--- src/rtl/dma_rd_req_gen.sv ---
// -----------------------------------------------------------------------------
// dma_rd_req_gen
//
// Purpose:
//   Turns host-memory read commands (byte address + byte length) into a stream
//   of PCIe Memory Read requests for the DMA TX arbiter. Each command is split
//   into requests of at most MAX_RD_REQ bytes that never cross a
//   MAX_RD_REQ-aligned boundary. Each request is one 128-bit RQ descriptor beat.
//   Tags are handed out round-robin and tracked in a busy bitmap. The
//   completion path clears bits in that bitmap.
//
// Ports:
//   clk, rst            clock, synchronous active-high reset
//   cfg_req_id[15:0]    requester ID stamped into every descriptor
//   cmd_addr[63:0]      command start byte address
//   cmd_len[31:0]       command length in bytes (0 = no request, just done)
//   cmd_valid/ready     command handshake
//   cmd_done            one-cycle pulse after the command's last descriptor
//   tag_rel_valid/id    completion path releases a tag
//   dma_rd_data[127:0]  RQ descriptor
//   dma_rd_user[59:0]   [3:0] first_be, [7:4] last_be, remaining bits 0
//   dma_rd_keep[3:0]    4'hF while valid
//   dma_rd_last         1 while valid (single-beat descriptors)
//   dma_rd_valid/ready  descriptor handshake
// -----------------------------------------------------------------------------
module dma_rd_req_gen #(
    parameter int MAX_RD_REQ = 512,
    parameter int TAG_WIDTH  = 5
) (
    input  logic                 clk,
    input  logic                 rst,
    input  logic [15:0]          cfg_req_id,
    input  logic [63:0]          cmd_addr,
    input  logic [31:0]          cmd_len,
    input  logic                 cmd_valid,
    output logic                 cmd_ready,
    output logic                 cmd_done,
    input  logic                 tag_rel_valid,
    input  logic [TAG_WIDTH-1:0] tag_rel_id,
    output logic [127:0]         dma_rd_data,
    output logic [59:0]          dma_rd_user,
    output logic [3:0]           dma_rd_keep,
    output logic                 dma_rd_last,
    output logic                 dma_rd_valid,
    input  logic                 dma_rd_ready
);

    // Offset bits inside one MAX_RD_REQ window.
    localparam int OFF_W    = $clog2(MAX_RD_REQ);
    localparam int NUM_TAGS = 1 << TAG_WIDTH;

    typedef enum logic [1:0] {
        ST_IDLE = 2'd0,
        ST_CALC = 2'd1,
        ST_SEND = 2'd2,
        ST_DONE = 2'd3
    } state_t;

    state_t                 r_state;
    state_t                 w_state_next;

    logic [63:0]            r_cur_addr;
    logic [31:0]            r_rem;
    logic [12:0]            r_chunk;
    logic [127:0]           r_desc;
    logic [7:0]             r_be;          // {last_be, first_be}
    logic [TAG_WIDTH-1:0]   r_tag_ptr;
    logic [NUM_TAGS-1:0]    r_busy;
    logic [NUM_TAGS-1:0]    w_busy_next;

    logic                   w_cmd_hs;
    logic                   w_send_hs;
    logic                   w_tag_free;
    logic                   w_rem_is_last;

    // Chunk / descriptor computation (used in CALC).
    logic [12:0]            w_room;
    logic [12:0]            w_chunk;
    logic [10:0]            w_dw;
    logic [1:0]             w_end_lo;
    logic [1:0]             w_last_shift;
    logic [3:0]             w_first_be_raw;
    logic [3:0]             w_last_be_raw;
    logic [3:0]             w_first_be;
    logic [3:0]             w_last_be;
    logic [127:0]           w_desc;

    // -------------------------------------------------------------------------
    // Chunk sizing: bytes left until the next MAX_RD_REQ boundary, capped by
    // the remaining length. MAX_RD_REQ itself (up to 4096) fits in 13 bits.
    // -------------------------------------------------------------------------
    assign w_room  = 13'(MAX_RD_REQ) - 13'(r_cur_addr[OFF_W-1:0]);
    assign w_chunk = (r_rem < 32'(w_room)) ? r_rem[12:0] : w_room;

    // DW count covers the partial leading DW introduced by the byte offset.
    assign w_dw = 11'((14'(r_cur_addr[1:0]) + 14'(w_chunk) + 14'd3) >> 2);

    // Byte enables. The last-BE shift is (4 - end_offset) mod 4, which in
    // 2-bit arithmetic is simply the negated end offset.
    assign w_end_lo       = r_cur_addr[1:0] + w_chunk[1:0];
    assign w_last_shift   = 2'd0 - w_end_lo;
    assign w_first_be_raw = 4'hF << r_cur_addr[1:0];
    assign w_last_be_raw  = 4'hF >> w_last_shift;

    // A request that fits in one DW carries all its enables in first_be.
    always_comb begin
        w_first_be = w_first_be_raw;
        w_last_be  = w_last_be_raw;
        if (w_dw == 11'd1) begin
            w_first_be = w_first_be_raw & w_last_be_raw;
            w_last_be  = 4'h0;
        end
    end

    // RQ descriptor: memory read, no attributes, tag zero-extended to 8 bits.
    assign w_desc = {
        7'd0,                   // [127:121]
        1'b0,                   // [120]
        16'd0,                  // [119:104]
        8'(r_tag_ptr),          // [103:96]
        cfg_req_id,             // [95:80]
        1'b0,                   // [79]
        4'b0000,                // [78:75] memory read
        w_dw,                   // [74:64]
        r_cur_addr[63:2],       // [63:2]
        2'b00                   // [1:0]
    };

    // -------------------------------------------------------------------------
    // FSM: state register
    // -------------------------------------------------------------------------
    always_ff @(posedge clk) begin
        if (rst) begin
            r_state <= ST_IDLE;
        end else begin
            r_state <= w_state_next;
        end
    end

    // Round-robin only: a busy tag at the pointer stalls the stream even if
    // other tags are free.
    assign w_tag_free    = ~r_busy[r_tag_ptr];
    assign w_rem_is_last = (r_rem == 32'(r_chunk));

    // -------------------------------------------------------------------------
    // FSM: next state and outputs. Outputs are masked while rst is high so a
    // command or descriptor cannot appear to complete in a cycle being reset.
    // -------------------------------------------------------------------------
    always_comb begin
        w_state_next = r_state;
        w_cmd_hs     = 1'b0;
        w_send_hs    = 1'b0;
        cmd_ready    = 1'b0;
        cmd_done     = 1'b0;
        dma_rd_valid = 1'b0;

        case (r_state)
            ST_IDLE: begin
                cmd_ready = ~rst;
                if (cmd_valid) begin
                    w_cmd_hs     = 1'b1;
                    w_state_next = (cmd_len == 32'd0) ? ST_DONE : ST_CALC;
                end
            end
            ST_CALC: begin
                w_state_next = ST_SEND;
            end
            ST_SEND: begin
                dma_rd_valid = w_tag_free & ~rst;
                if (w_tag_free && dma_rd_ready) begin
                    w_send_hs    = 1'b1;
                    w_state_next = w_rem_is_last ? ST_DONE : ST_CALC;
                end
            end
            ST_DONE: begin
                cmd_done     = ~rst;
                w_state_next = ST_IDLE;
            end
            default: begin
                w_state_next = ST_IDLE;
            end
        endcase
    end

    // -------------------------------------------------------------------------
    // Tag busy bitmap. A release is applied before an allocation of the same
    // tag in the same cycle, so the allocation wins and the tag ends up busy.
    // -------------------------------------------------------------------------
    genvar gi;
    generate
        for (gi = 0; gi < NUM_TAGS; gi++) begin : g_busy
            assign w_busy_next[gi] =
                (w_send_hs && (r_tag_ptr == TAG_WIDTH'(gi)))         ? 1'b1 :
                (tag_rel_valid && (tag_rel_id == TAG_WIDTH'(gi)))    ? 1'b0 :
                                                                      r_busy[gi];
        end
    endgenerate

    // -------------------------------------------------------------------------
    // Datapath registers
    // -------------------------------------------------------------------------
    always_ff @(posedge clk) begin
        if (rst) begin
            r_cur_addr <= 64'd0;
            r_rem      <= 32'd0;
            r_chunk    <= 13'd0;
            r_desc     <= 128'd0;
            r_be       <= 8'd0;
            r_tag_ptr  <= '0;
            r_busy     <= '0;
        end else begin
            r_busy <= w_busy_next;

            if (w_cmd_hs) begin
                r_cur_addr <= cmd_addr;
                r_rem      <= cmd_len;
            end

            // Descriptor is frozen from CALC through SEND, so it stays stable
            // under backpressure and tag stalls.
            if (r_state == ST_CALC) begin
                r_chunk <= w_chunk;
                r_desc  <= w_desc;
                r_be    <= {w_last_be, w_first_be};
            end

            if (w_send_hs) begin
                r_cur_addr <= r_cur_addr + 64'(r_chunk);   // wraps at 2^64
                r_rem      <= r_rem - 32'(r_chunk);
                r_tag_ptr  <= r_tag_ptr + TAG_WIDTH'(1);
            end
        end
    end

    assign dma_rd_data = r_desc;
    assign dma_rd_user = {52'd0, r_be};
    assign dma_rd_keep = dma_rd_valid ? 4'hF : 4'h0;
    assign dma_rd_last = dma_rd_valid;

endmodule

--- config.mk ---
export PLATFORM = sky130hd
export DESIGN_NAME = dma_rd_req_gen
export DESIGN_NICKNAME = d
export VERILOG_FILES = /design/src/rtl/dma_rd_req_gen.sv
export SDC_FILE = /design/constraint.sdc
export NUM_CORES = 1
export LEC_CHECK = 0
export BUFFER_PORTS_ARGS = -buffer_cell sky130_fd_sc_hd__buf_4
export CORE_MARGIN = 8
export CORE_UTILIZATION = 55
export CTS_CLUSTER_DIAMETER = 100
export DETAILED_ROUTE_END_ITERATION = 8
export HOLD_SLACK_MARGIN = 0.06
export PLACE_DENSITY = 0.81
export SYNTH_ARGS = -nofsm -noshare
export SYNTH_HDL_FRONTEND = slang
export SYNTH_SLANG_ARGS = --single-unit
--- constraint.sdc ---
create_clock -name clk -period 7.2 [get_ports clk]
set_clock_uncertainty 0.1 [all_clocks]
set_input_delay 0.36 -clock clk [delete_from_list [all_inputs] [get_ports clk]]
set_output_delay 0.36 -clock clk [all_outputs]
set_load 0.1 [all_outputs]
Word-level counts from Yosys, hierarchy flattened
Index checks and enable logic that the tools add are counted.
- register bits: 250
- output and inout port bits: 196
- logic and storage cells: 313
- add/subtract/negate cells: 8
- $lt $le $gt $ge: 2
- equal/unequal tests: 69
- shifts and indexed selects: 2
- multiplexer cells: 86
- bitwise gates (word level): 4
- reductions and logical operators: 103
- operator list (operator ; number):
    5-bit equality test (second input constant) ; 32
    64-bit two-way mux ; 2
    5-bit by 4-bit equality test with 1-bit output (second input constant) ; 16
    1-bit two-way mux ; 72
    2-bit nonzero test ; 33
    1-bit logical AND ; 65
    64-bit by 13-bit adder with 64-bit output ; 1
    32-bit two-way mux ; 2
    5-bit by 3-bit equality test with 1-bit output (second input constant) ; 8
    32-bit by 13-bit equality test with 1-bit output ; 1
    32-bit zero test ; 1
    32-bit by 13-bit less-than comparator with 1-bit output ; 1
    32-bit by 13-bit subtractor with 32-bit output ; 1
    5-bit by 2-bit equality test with 1-bit output (second input constant) ; 4
    13-bit by 2-bit adder with 13-bit output (second input constant) ; 1
    2-bit by 13-bit adder with 13-bit output ; 1
    13-bit two-way mux ; 1
    4-bit two-way mux ; 3
    11-bit by 1-bit equality test with 1-bit output (second input constant) ; 1
    10-bit by 9-bit subtractor with 11-bit output (first input constant) ; 1
    5-bit by 1-bit equality test with 1-bit output (second input constant) ; 2
    5-bit zero test ; 2
    2-bit two-way mux ; 4
    2-bit one-hot mux with 4 select lines ; 1
    15 further kinds ; 18

Longest topological paths before layout
- depth after elaboration: 8
- mapped depth: 28
- depth with buffers taken out: 26

Least setup slack after synthesis
OpenSTA, ideal clock, no wires.
- path kind: reg2reg
- start: register r_cur_addr[2]
- end: register r_be[5]
- setup time: 101 ps
- arrival: 6126 ps
- required time: 6999 ps
- setup slack: 873 ps
- cell stages (with the launch flop): 27
- buffers on the path: 3
- path through: dfxtp_1 > clkbuf_1 > or4_1 > or4_1 > xor2_1 > inv_1 > ha_1 > nand2_1 > nor3_1 > a21oi_1 > o211ai_1 > clkbuf_1 > buf_1 > a21oi_1 > ha_1 > inv_1 > ha_1 > inv_1 > fa_1 > inv_1 > nand3_1 > nor4b_1 > a31oi_1 > mux2_2 > o2111ai_1 > nor3_2 > o41ai_1
- word-level cells in the longest chain between the ends: 7
- elaborated cells on any way between the ends: 10
- those cells by class: add/sub: 5; order compare: 1; eq/ne: 1; shift: 1; mux: 2
- ends and longest elaborated chain (what ; line ; source):
    from (decl) ; 62 ; logic [63:0] r_cur_addr;
    from (signal assigned) ; 215 ; r_cur_addr <= cmd_addr;
    from (signal assigned) ; 228 ; r_cur_addr <= r_cur_addr + 64'(r_chunk);
    10-bit by 9-bit subtractor with 11-bit output * ; 92 ; assign w_room = 13'(MAX_RD_REQ) - 13'(r_cur_addr[OFF_W-1:0]);
    32-bit by 13-bit less-than comparator with 1-bit output ; 93 ; assign w_chunk = (r_rem < 32'(w_room)) ? r_rem[12:0] : w_room;
    13-bit two-way mux * ; 93 ;
    2-bit by 13-bit adder with 13-bit output / 2-bit adder (equally long branches) ; 96, 100 ;
    13-bit by 2-bit adder with 13-bit output / 1-bit by 2-bit subtractor with 2-bit output (equally long branches) ; 96, 101 ;
    11-bit by 1-bit equality test with 1-bit output / 4-bit by 2-bit right shift with 4-bit output (equally long branches) ; 109, 103 ;
    4-bit two-way mux * ; 109 ; if (w_dw == 11'd1) begin
    to (signal assigned) ; 224 ; r_be <= {w_last_be, w_first_be};
    to (decl) ; 66 ; logic [7:0] r_be;
Mark *: on every way between the ends. The rest lies on a longest branch, timed or not.
A chain may end at the register's enable or synchronous reset.

Worst setup path after layout
- start: register r_cur_addr[2]
- end: register r_be[4]
Same word-level chain as after synthesis.

==> parameters.txt <==
Parameter                              Value

Clock network
  Buffer count from post-CTS setup fixing    0
  Clock network latency to the later pin of the worst-skew pair    0.54 ns
  CTS buffer count    27
  Register clock-pin slew on the reported worst setup and hold paths    0.06 ns
  Hold Buf Count CTS    93
  Clock root cell    clkbuf_16
  Number of buffers on the longest clock path    3
  Sink Count    250
  Number of gates given a new drive strength after cts    0
  Clock tree from TritonCTS    built
  H-Tree Level Count    1

Logic synthesis
  Fraction of the mapped netlist area in compound gates    0.217
  Synth Instances    1779
  Post-synthesis mux area share    0.0317
  Count of yosys warnings during synthesis    0
  Flop and latch count out of synthesis    250
  Avg Synthesized Cell Area    7.80 um^2
  Number of distinct library cells after synthesis    76
  EDFF count, synth    0
  Area fraction in and, or, nand and nor cells after synthesis    0.227
  Ys flop type    dfxtp_1
  Share of synthesized flip-flops with an asynchronous set or reset    0
  Adder-Cell Fraction of Synth Area    0.0467
  Dominant combinational cell family by area after synthesis    simple AND/OR/NAND/NOR gates
  Share of the synthesized netlist area taken by xor and xnor gates    0.0227
  Cell area after technology mapping    0.0139 mm^2
  Sequential share of the synthesized area    0.361

Flow run
  Number of max-cap violations    0

Placed design
  Number of port buffers    231
  Final weighted congestion in routability-driven placement    0.898
  Cell area after placement    0.0153 mm^2
  Post-DP HPWL    30800 um

Detailed routing
  Iter 0 DRT Violations    1577
  ANT nets after route    0
  Pre-Repair DR Iteration Count    5
  Detailed-route vias per instance    5.98
  Total routed wirelength    45500 um
  Number of vias after detailed routing    14258
  # DRC    0
  Routed wire length per instance    19.1 um

Timing
  Unrepaired setup endpoints after global routing    false
  Final setup viols    0
  Min Clock Period, post-route    6.48 ns
  Tightest Pin Transition    1.25 ns
  Final number of hold-violating endpoints    0
  Slew Limit Headroom    0.166
  Share of the clock period used by the worst path after layout    0.900
  Final total negative setup slack    0 ns
  Total count of max-transition violations in the final report    0
  Achievable Freq    154 MHz

Setup path
  Maximum fanout along the worst path    10
  Element type at the critical path start    register
  Critical path's slowest cell    or4_1
  Cells traversed along the worst timing path    or4_1, or4_1, xor2_1, inv_1, ha_1, nand2_1, nor3_1, a21oi_1, o211ai_1, nor2_1, a21oi_1, ha_1, inv_1, ha_1, inv_1, fa_1, inv_1, nand3_1, nor4b_1, xnor2_1, mux2i_1, o2111ai_1, nor3_2, a21oi_1
  Crit path required time    7.46 ns
  Crit path arrival time    6.74 ns
  Setup CP Type    reg2reg
  Crit. End Element    register
  Cell with the most instances on the worst path    inv_1
  Maximum cell stage delay along the critical path    0.61 ns

Floorplan
  Row count    58
  Top-Level Pins    318
  Starting Density    0.556
  DIE HEIGHT    175 um
  Placeable core region    0.0250 mm^2
  Die area    0.0306 mm^2
  Die X-Extent    175 um

Global routing
  Total GRT Usage    0.283
  Via count of the first global-routing pass    13565
  Wire length of the first global-routing pass    72700 um
  Number of antenna violations at the first check in global routing    4
  Overflow left after global routing    0
  Maximum number of pins on one net before global-route repair    118

Pwr
  Largest vdd supply drop    0.000142 V
  Power per cell area    238 mW/mm^2
  Static leakage    6.74 nW

Final layout
  Multi-input gate area in the final layout    0.00791 mm^2
  Flip-flop and latch area    0.00500 mm^2
  Fill cell total of the finished layout    2001
  Share of post-route cells with drive strength above 1    0.164
  Cell area after layout    0.0172 mm^2
  Layout Nets    2201
  Post-synthesis to final-layout area growth    23.8%

Hold path
  Class of the tightest hold or removal check    in2reg

Run status
  Result of the run    finished clean
==> flip-flops by register name, indices dropped and copies added, names as in the netlist <==
name and flops:
r_rem 32, r_busy 32, r_tag_ptr 5, r_be 8, r_state 2, dma_rd_data 94, r_chunk 13, r_cur_addr 64
==> Yosys cell counts (9+ instances only) <==
master | number | area share
dfxtp_1 | 250 | 0.36
a21oi_1 | 223 | 0.080
buf_1 | 12 | 0.0032
buf_4 | 93 | 0.050
o211ai_1 | 32 | 0.017
xnor2_1 | 24 | 0.015
o311ai_0 | 11 | 0.0069
nor2b_1 | 16 | 0.0072
and3_1 | 16 | 0.0072
nand3_1 | 65 | 0.023
inv_1 | 50 | 0.014
a31oi_1 | 31 | 0.014
nand4_1 | 31 | 0.014
o21ai_0 | 68 | 0.025
a211oi_1 | 22 | 0.012
or4_1 | 9 | 0.0049
xor2_1 | 12 | 0.0076
a21o_1 | 10 | 0.0054
clkbuf_1 | 88 | 0.024
nand2_1 | 284 | 0.077
mux2_2 | 9 | 0.0073
nor3_1 | 46 | 0.017
o21a_1 | 12 | 0.0065
a221oi_1 | 11 | 0.0069
a22oi_1 | 10 | 0.0054
and2_1 | 11 | 0.0050
or2_2 | 10 | 0.0045
nand2b_1 | 17 | 0.0077
mux2i_1 | 9 | 0.0065
ha_1 | 47 | 0.042
mux4_2 | 10 | 0.016
nor4_1 | 19 | 0.0086
or3_1 | 23 | 0.010
nor2_1 | 110 | 0.030
==> cell families after synthesis <==
kind of cell,count (synthesis)
AND/OR/NAND/NOR,675
flip-flops,250
buffers and inverters,249
multiplexers,29
AO/OA/AOI/OAI,489
adder cells (fa/ha/maj),50
XOR/XNOR,36
other,1
==> placed cells by master, fill, tap and decap left out, types with 10 or more instances in the layout <==
cell	synthesis	final
conb_1	1	86
ha_1	47	47
nand2b_1	17	16
o211ai_1	32	32
a211oi_1	22	22
nor2_1	110	109
nor4_1	19	19
nor3_1	46	46
dlygate4sd3_1	0	93
o311ai_0	11	11
a22oi_1	10	10
a221oi_1	11	11
or2_2	10	10
nor2b_1	16	15
a21o_1	10	10
buf_4	93	241
or3_1	23	23
and3_1	16	15
xnor2_1	24	24
inv_1	50	50
a31oi_1	31	31
nand4_1	31	31
xor2_1	12	12
a21oi_1	223	223
nand2_1	284	283
o21ai_0	68	68
nand3_1	65	65
and2_1	11	10
o21a_1	12	12
clkbuf_16	0	27
mux4_2	10	10
dfxtp_1	250	250
==> per-layer routing <==
metal,vias to the layer above,share of wire,GRT usage
met5,-,0,0
met1,6657,0.41,0.366
met4,0,0.040,0.121
met2,761,0.46,0.453
met3,142,0.094,0.0581
li1,6698,-,-
==> where the power goes <==
group          switching (W)  total (W)  internal [W]
Clock               0.000597    0.00139      0.000798
Sequential         0.0000923    0.00155       0.00146
Combinational       0.000806    0.00114      0.000330
==> final timing paths <==
kind,from,endpoint,slack [ns],cells past startpoint
hold reg to reg,dma_rd_data[72],dma_rd_data[72],0.35,2
setup reg to reg,r_cur_addr[2],r_be[4],0.72,24
setup / recovery,r_cur_addr[2],r_be[4],0.72,24
hold / removal,cmd_len[20],r_rem[20],0.08,4
==> worst max-delay path: cells and delay by family (launching register included) <==
| kind | cells | cell delay (ns) |
|---|---|---|
| XOR/XNOR | 2 | 0.45 |
| adder cells (fa/ha/maj) | 4 | 1.22 |
| multiplexers | 1 | 0.22 |
| buffers and inverters | 4 | 0.43 |
| flip-flops | 1 | 0.40 |
| AND/OR/NAND/NOR | 8 | 2.35 |
| AO/OA/AOI/OAI | 5 | 1.15 |
==> final cells by class <==
| type | instances | share of cell area |
|---|---|---|
| diodes | 4 | 0.000583 |
| clock buffers | 32 | 0.0422 |
| clock inverters | 18 | 0.00984 |
| inverters | 50 | 0.0109 |
| multi-input cells | 1365 | 0.461 |
| flip-flops and latches | 250 | 0.291 |
| well taps | 330 | 0.0240 |
| repair buffers | 335 | 0.160 |
==> metrics by stage <==
| step | util | hold WS, ns | std cells | setup WS, ns | total power (W) |
|---|---|---|---|---|---|
| after global placement | 0.614 | 0.342 | 2237 | 0.874 | 0.00263 |
| after detailed placement | 0.614 | 0.344 | 2237 | 0.781 | 0.00265 |
| final | 0.688 | 0.0775 | 2384 | 0.719 | 0.00408 |
| after CTS | 0.688 | 0.0607 | 2380 | 0.738 | 0.00407 |
| after global routing | 0.688 | 0.0816 | 2384 | 0.306 | 0.00424 |
| after floorplan | - | 0.345 | 1864 | 0.873 | 0.00243 |
(Power assumes the default switching activity.)
